### src/rtl/bus_master_axi_pkg.sv
// Shared types and constants for the AXI-Lite bus master.
package bus_master_axi_pkg;

    // Transaction sequencer states: one outstanding transaction at a time.
    typedef enum logic [2:0] {
        ST_IDLE    = 3'd0,
        ST_WR_REQ  = 3'd1,
        ST_WR_RESP = 3'd2,
        ST_RD_REQ  = 3'd3,
        ST_RD_RESP = 3'd4,
        ST_RSP     = 3'd5
    } state_t;

    // AXI response codes as carried on BRESP/RRESP.
    localparam logic [1:0] AXI_RESP_OKAY   = 2'b00;
    localparam logic [1:0] AXI_RESP_EXOKAY = 2'b01;
    localparam logic [1:0] AXI_RESP_SLVERR = 2'b10;
    localparam logic [1:0] AXI_RESP_DECERR = 2'b11;

    // Unprivileged, secure, data access on every request.
    localparam logic [2:0] AXI_PROT_DEFAULT = 3'b000;

    // True while a transaction is out on the AXI bus awaiting completion.
    function automatic logic state_is_busy(input state_t s);
        return (s == ST_WR_REQ) || (s == ST_WR_RESP) ||
               (s == ST_RD_REQ) || (s == ST_RD_RESP);
    endfunction

endpackage

### src/rtl/bus_master_timer.sv
// Saturating cycle counter used to flag slow AXI transactions.
// expired_o stays high once the limit is reached until clear_i.
module bus_master_timer #(
    parameter int C_TIMEOUT = 1024
) (
    input  logic ACLK,
    input  logic ARESETN,
    input  logic clear_i,
    input  logic enable_i,
    output logic expired_o
);

    localparam int CW = $clog2(C_TIMEOUT + 1);
    localparam logic [CW-1:0] LIMIT = CW'(C_TIMEOUT);

    logic [CW-1:0] count_q;
    logic [CW-1:0] count_d;

    // Next count: clear wins, otherwise count up while enabled and hold at the limit.
    always_comb begin
        count_d = count_q;
        if (clear_i) begin
            count_d = '0;
        end else if (enable_i && (count_q != LIMIT)) begin
            count_d = count_q + 1'b1;
        end
    end

    // Count register with asynchronous reset.
    always_ff @(posedge ACLK or negedge ARESETN) begin
        if (!ARESETN) begin
            count_q <= '0;
        end else begin
            count_q <= count_d;
        end
    end

    assign expired_o = (count_q == LIMIT);

endmodule

### src/rtl/bus_master_axi.sv
// Simple command/response front end driving an AXI-Lite master port.
// Accepts one command, runs it on AXI, returns a response, then accepts
// the next. All AXI VALIDs are registered, so they never depend on READY.
module bus_master_axi
    import bus_master_axi_pkg::*;
#(
    parameter int C_DATA_WIDTH = 32,
    parameter int C_ADDR_WIDTH = 32,
    parameter int C_TIMEOUT    = 1024
) (
    input  logic                      ACLK,
    input  logic                      ARESETN,

    // Command side
    input  logic                      cmd_valid,
    output logic                      cmd_ready,
    input  logic                      cmd_wr,
    input  logic [C_ADDR_WIDTH-1:0]   cmd_addr,
    input  logic [C_DATA_WIDTH-1:0]   cmd_wdata,
    input  logic [C_DATA_WIDTH/8-1:0] cmd_wstrb,

    // Response side
    output logic                      rsp_valid,
    input  logic                      rsp_ready,
    output logic                      rsp_wr,
    output logic [C_DATA_WIDTH-1:0]   rsp_rdata,
    output logic [1:0]                rsp_resp,
    output logic                      rsp_timeout,

    // AXI-Lite write address
    output logic [C_ADDR_WIDTH-1:0]   AWADDR,
    output logic [2:0]                AWPROT,
    output logic                      AWVALID,
    input  logic                      AWREADY,

    // AXI-Lite write data
    output logic [C_DATA_WIDTH-1:0]   WDATA,
    output logic [C_DATA_WIDTH/8-1:0] WSTRB,
    output logic                      WVALID,
    input  logic                      WREADY,

    // AXI-Lite write response
    input  logic [1:0]                BRESP,
    input  logic                      BVALID,
    output logic                      BREADY,

    // AXI-Lite read address
    output logic [C_ADDR_WIDTH-1:0]   ARADDR,
    output logic [2:0]                ARPROT,
    output logic                      ARVALID,
    input  logic                      ARREADY,

    // AXI-Lite read data
    input  logic [C_DATA_WIDTH-1:0]   RDATA,
    input  logic [1:0]                RRESP,
    input  logic                      RVALID,
    output logic                      RREADY
);

    localparam int C_STRB_WIDTH = C_DATA_WIDTH / 8;

    // Sequencer state and per-channel VALID flags.
    state_t state_q, state_d;
    logic   awvalid_q, awvalid_d;
    logic   wvalid_q,  wvalid_d;
    logic   arvalid_q, arvalid_d;

    // Command payload, captured only on accept so AXI payload stays stable.
    logic [C_ADDR_WIDTH-1:0] addr_q,  addr_d;
    logic [C_DATA_WIDTH-1:0] wdata_q, wdata_d;
    logic [C_STRB_WIDTH-1:0] wstrb_q, wstrb_d;
    logic                    wr_q,    wr_d;

    // Response payload captured from B or R.
    logic [C_DATA_WIDTH-1:0] rdata_q, rdata_d;
    logic [1:0]              resp_q,  resp_d;

    logic cmd_accept;
    logic busy;
    logic timer_expired;

    // A command is taken only in IDLE; anything offered elsewhere is ignored.
    assign cmd_accept = (state_q == ST_IDLE) && cmd_valid;
    assign busy       = state_is_busy(state_q);

    // Next-state and datapath update for the transaction sequencer.
    always_comb begin
        state_d   = state_q;
        awvalid_d = awvalid_q;
        wvalid_d  = wvalid_q;
        arvalid_d = arvalid_q;
        addr_d    = addr_q;
        wdata_d   = wdata_q;
        wstrb_d   = wstrb_q;
        wr_d      = wr_q;
        rdata_d   = rdata_q;
        resp_d    = resp_q;

        case (state_q)
            ST_IDLE: begin
                if (cmd_valid) begin
                    addr_d  = cmd_addr;
                    wdata_d = cmd_wdata;
                    wstrb_d = cmd_wstrb;
                    wr_d    = cmd_wr;
                    if (cmd_wr) begin
                        awvalid_d = 1'b1;
                        wvalid_d  = 1'b1;
                        state_d   = ST_WR_REQ;
                    end else begin
                        arvalid_d = 1'b1;
                        state_d   = ST_RD_REQ;
                    end
                end
            end

            ST_WR_REQ: begin
                // AW and W complete independently, in either order.
                if (awvalid_q && AWREADY) begin
                    awvalid_d = 1'b0;
                end
                if (wvalid_q && WREADY) begin
                    wvalid_d = 1'b0;
                end
                if ((!awvalid_q || AWREADY) && (!wvalid_q || WREADY)) begin
                    state_d = ST_WR_RESP;
                end
            end

            ST_WR_RESP: begin
                if (BVALID) begin
                    resp_d  = BRESP;
                    rdata_d = '0;
                    state_d = ST_RSP;
                end
            end

            ST_RD_REQ: begin
                if (ARREADY) begin
                    arvalid_d = 1'b0;
                    state_d   = ST_RD_RESP;
                end
            end

            ST_RD_RESP: begin
                if (RVALID) begin
                    resp_d  = RRESP;
                    rdata_d = RDATA;
                    state_d = ST_RSP;
                end
            end

            ST_RSP: begin
                if (rsp_ready) begin
                    state_d = ST_IDLE;
                end
            end

            default: begin
                state_d   = ST_IDLE;
                awvalid_d = 1'b0;
                wvalid_d  = 1'b0;
                arvalid_d = 1'b0;
            end
        endcase
    end

    // State and payload registers; reset drops every VALID/READY at once.
    always_ff @(posedge ACLK or negedge ARESETN) begin
        if (!ARESETN) begin
            state_q   <= ST_IDLE;
            awvalid_q <= 1'b0;
            wvalid_q  <= 1'b0;
            arvalid_q <= 1'b0;
            addr_q    <= '0;
            wdata_q   <= '0;
            wstrb_q   <= '0;
            wr_q      <= 1'b0;
            rdata_q   <= '0;
            resp_q    <= AXI_RESP_OKAY;
        end else begin
            state_q   <= state_d;
            awvalid_q <= awvalid_d;
            wvalid_q  <= wvalid_d;
            arvalid_q <= arvalid_d;
            addr_q    <= addr_d;
            wdata_q   <= wdata_d;
            wstrb_q   <= wstrb_d;
            wr_q      <= wr_d;
            rdata_q   <= rdata_d;
            resp_q    <= resp_d;
        end
    end

    // Watchdog on the AXI leg of the transaction; flag only, never aborts.
    bus_master_timer #(
        .C_TIMEOUT (C_TIMEOUT)
    ) u_timer (
        .ACLK      (ACLK),
        .ARESETN   (ARESETN),
        .clear_i   (cmd_accept),
        .enable_i  (busy),
        .expired_o (timer_expired)
    );

    // cmd_ready is held low while reset is asserted.
    assign cmd_ready   = (state_q == ST_IDLE) && ARESETN;

    assign rsp_valid   = (state_q == ST_RSP);
    assign rsp_wr      = wr_q;
    assign rsp_rdata   = rdata_q;
    assign rsp_resp    = resp_q;
    assign rsp_timeout = timer_expired;

    assign AWADDR  = addr_q;
    assign AWPROT  = AXI_PROT_DEFAULT;
    assign AWVALID = awvalid_q;

    assign WDATA   = wdata_q;
    assign WSTRB   = wstrb_q;
    assign WVALID  = wvalid_q;

    assign BREADY  = (state_q == ST_WR_RESP);

    assign ARADDR  = addr_q;
    assign ARPROT  = AXI_PROT_DEFAULT;
    assign ARVALID = arvalid_q;

    assign RREADY  = (state_q == ST_RD_RESP);

endmodule

### config.mk
export PLATFORM = sky130hd
export DESIGN_NAME = bus_master_axi
export DESIGN_NICKNAME = d
export VERILOG_FILES = /design/src/rtl/bus_master_axi_pkg.sv /design/src/rtl/bus_master_timer.sv /design/src/rtl/bus_master_axi.sv
export SDC_FILE = /design/constraint.sdc
export NUM_CORES = 1
export LEC_CHECK = 0
export ABC_AREA = 1
export CORE_MARGIN = 10
export CORE_UTILIZATION = 42
export DETAILED_ROUTE_END_ITERATION = 10
export HOLD_SLACK_MARGIN = 0.02
export PLACE_DENSITY = 0.83
export SLEW_MARGIN = 15
export SYNTH_ARGS = -nofsm -noshare
export SYNTH_HDL_FRONTEND = slang
export SYNTH_SLANG_ARGS = --single-unit
### constraint.sdc
create_clock -name ACLK -period 3.99 [get_ports ACLK]
set_input_delay 0.5985 -clock ACLK [delete_from_list [all_inputs] [get_ports ACLK]]
set_output_delay 0.5985 -clock ACLK [all_outputs]
set_load 0.1 [all_outputs]
==> summary.md <==
| Metric | Value |
|---|---|
| Chip Width | `134 um` |
| Multi-input gate area | `0.00192 sq mm` |
| Final Cycle Share | `76.5%` |
| Initial DRC Count | `328` |
| Combinational family with the most area after synthesis | `simple AND/OR/NAND/NOR gates` |
| Post_cts resized | `0` |
| Top cells by area, synth | `dfrtp_1, nand2_1, buf_4` |
| Routed Antenna Nets | `0` |
| Syn Inst Count | `661` |
| Die area | `0.0179 sq mm` |
| Core Region | `0.0127 sq mm` |
| Final number of max-transition violations | `0` |
| Final net count | `998` |
| Clk buf depth | `2` |
| Post-synth cell types | `27` |
| Complex-gate fraction of the synthesized area | `1.52%` |
| Post-Synth Adder-Cell Area | `0.461%` |
| RSZ-0062 raised after global routing | `false` |
| Worst stage delay on the critical path | `1.20 ns` |
| Drt total wl | `16900 um` |
| Class of the worst hold path | `in -> async` |
| R2R Path Start | `state_q[1]` |
| GRT overflow | `0` |
| Routability cong. | `0.883` |
| Vias per cell | `4.65` |
| Initial Util | `42.9%` |
| Num CTS Buffers | `17` |
| First-pass GRT wire length | `26900 um` |
| Cell Rows | `41` |
| GRT Total Usage | `18.8%` |
| Slew @ Worst Pin | `1.05 ns` |
| Outcome | `finished, final reports clean` |
| CTS H-Tree Depth | `4` |
| Setup TNS Final | `0 ns` |
| Fillers | `1018` |
| Fmax | `0.327 GHz` |
| Mapped Area | `0.00543 sq mm` |
| CP cell instances | `inv_1 -> nand2_1 -> nor2_1 -> clkdlybuf4s50_1` |
| Syn Area/Cell | `8.22 sq um` |
| Seq cells post-synth | `120` |
| CP Launch Type | `flop` |
| Hold Vio Cnt, Final | `0` |
| Final hold slack | `0.170 ns` |
| Post-route cell area | `0.00834 sq mm` |
| Skew final | `0.00883 ns` |
| Initial antenna violation count | `0` |
| Largest net degree at the start of global routing | `71` |
| Share of cells above drive strength 1 | `6.05%` |
| Clock Sinks | `120` |
| Number of detailed-route iterations in the first pass | `4` |
| Clk root buf | `clkbuf_16` |
| Diodes inserted | `0` |
| Drt wl/cell | `15.9 um` |
| IO Port Bufs | `256` |
| Vias post-DR | `4943` |
| Area Overhead vs Synth | `53.5%` |
| Max cap viols | `0` |
| Number of hold buffers added after CTS | `0` |
| Later-pin clock latency in the skew report | `0.41 ns` |
| Worst Reg-to-Reg Cells | `9` |
| Post-Synth Simple-Gate Area | `32.4%` |
| Critical register-to-register path endpoint | `rsp_rdata[18]` |
| Min cycle time layout | `3.05 ns` |
| Mux cell area share after synthesis | `0%` |
| Post-CTS setup buffer count | `0` |
| # DRC | `0` |
| Count of warnings emitted by yosys | `0` |
| Sequential Area | `0.00300 sq mm` |
| Slew headroom | `29.5%` |
| Post-Route Utilization | `65.8%` |
| Number of global-route vias before repair | `5080` |
| CP Buf/Inv Count | `2` |
| Detailed Place HPWL | `12700 um` |
| CTS tree | `done` |
| Yosys top cell by area | `dfrtp_1` |
| IO Pins | `263` |
| Synth Area in XOR/XNOR | `0.484%` |
| Crit path capture type | `output pin` |
| Most frequent cells in the layout | `nand2_1, clkdlybuf4s50_1, dfrtp_1` |
| Worst R2R Setup Slack | `1.92 ns` |
| Sequential-to-total area share from yosys stat | `55.3%` |
| Final setup fails | `0` |
| Crit-path slowest cell | `clkdlybuf4s50_1` |
| Height of the chip | `134 um` |
| Clock transition at path regs | `0.05 ns` |
| Cell Area, Placed | `0.00783 sq mm` |
| CP Max Fanout | `4` |
| Worst EP arrival | `2.46 ns` |
| Synth top area share | `55.3%` |
| CP top delay family | `buffers and inverters` |
| Commonest non-fill, non-tap cell in the layout | `nand2_1` |
| Kind of critical path | `reg -> out` |
| WP data required | `3.39 ns` |
worst max-delay path by stage:
stage                  startpoint                 end  slack (ns)  depth (start not counted)
3_5_place_dp           state_q[2]              BREADY        1.38                          4
6_report               state_q[1]           rsp_valid        0.94                          4
2_1_floorplan  u_timer.count_q[0]  u_timer.count_q[0]        1.32                          6
3_3_place_gp           state_q[1]           rsp_valid        1.42                          4
4_1_cts                state_q[1]           rsp_valid        0.93                          4
5_1_grt                state_q[1]           rsp_valid        0.85                          4
synthesized netlist by cell type (all sizes together):
cell type / instances
a21o: 1
a21oi: 2
buf: 59
clkbuf: 5
conb: 1
dfrtp: 120
ha: 2
inv: 27
nand2: 346
nand3: 49
nand4: 10
nor2: 23
nor3: 1
o21ai: 10
o21bai: 2
xnor2: 1
xor2: 2
final cells by class:
cell class	count	area share (%)
Inverter	27	1.24
Sequential cell	120	36.0
Tap cell	172	2.58
Clock inverter	4	0.240
Multi-Input combinational cell	455	23.0
Timing Repair Buffer	261	31.0
Clock buffer	25	5.94
logic make-up (layout without fill, tap and decap cells):
kind of cell | after synthesis | after routing
XOR/XNOR | 3 | 3
flip-flops | 120 | 120
other | 1 | 6
AND/OR/NAND/NOR | 429 | 429
buffers and inverters | 91 | 317
AO/OA/AOI/OAI | 15 | 15
adder cells (fa/ha/maj) | 2 | 2
metal layers:
metal,up-vias,wire (um),track usage (%)
met3,25,1860,8.68
met5,-,0,0
li1,2443,-,-
met4,0,421,8.16
met2,199,8060,30.4
met1,2276,6550,20.7
sequential cells by signal, summed over array words and instances, names as in the netlist:
| register | cells |
|---|---|
| rsp_rdata | 32 |
| ARADDR | 32 |
| state_q | 3 |
| WSTRB | 4 |
| WDATA | 32 |
| u_timer.count_q | 11 |
| WVALID | 1 |
| rsp_resp | 2 |
| rsp_wr | 1 |
| AWVALID | 1 |
| ARVALID | 1 |
stage by stage:
step | std cells | setup slack [ns]
after CTS | 1064 | 0.925
after global routing | 1064 | 0.854
after floorplan | 666 | 1.32
after detailed placement | 1035 | 1.38
after global placement | 1035 | 1.42
final | 1064 | 0.936
Power is left out: the tool's default activity adds up to more than one toggle a clock period on the data nets, which glitch-free logic cannot reach.
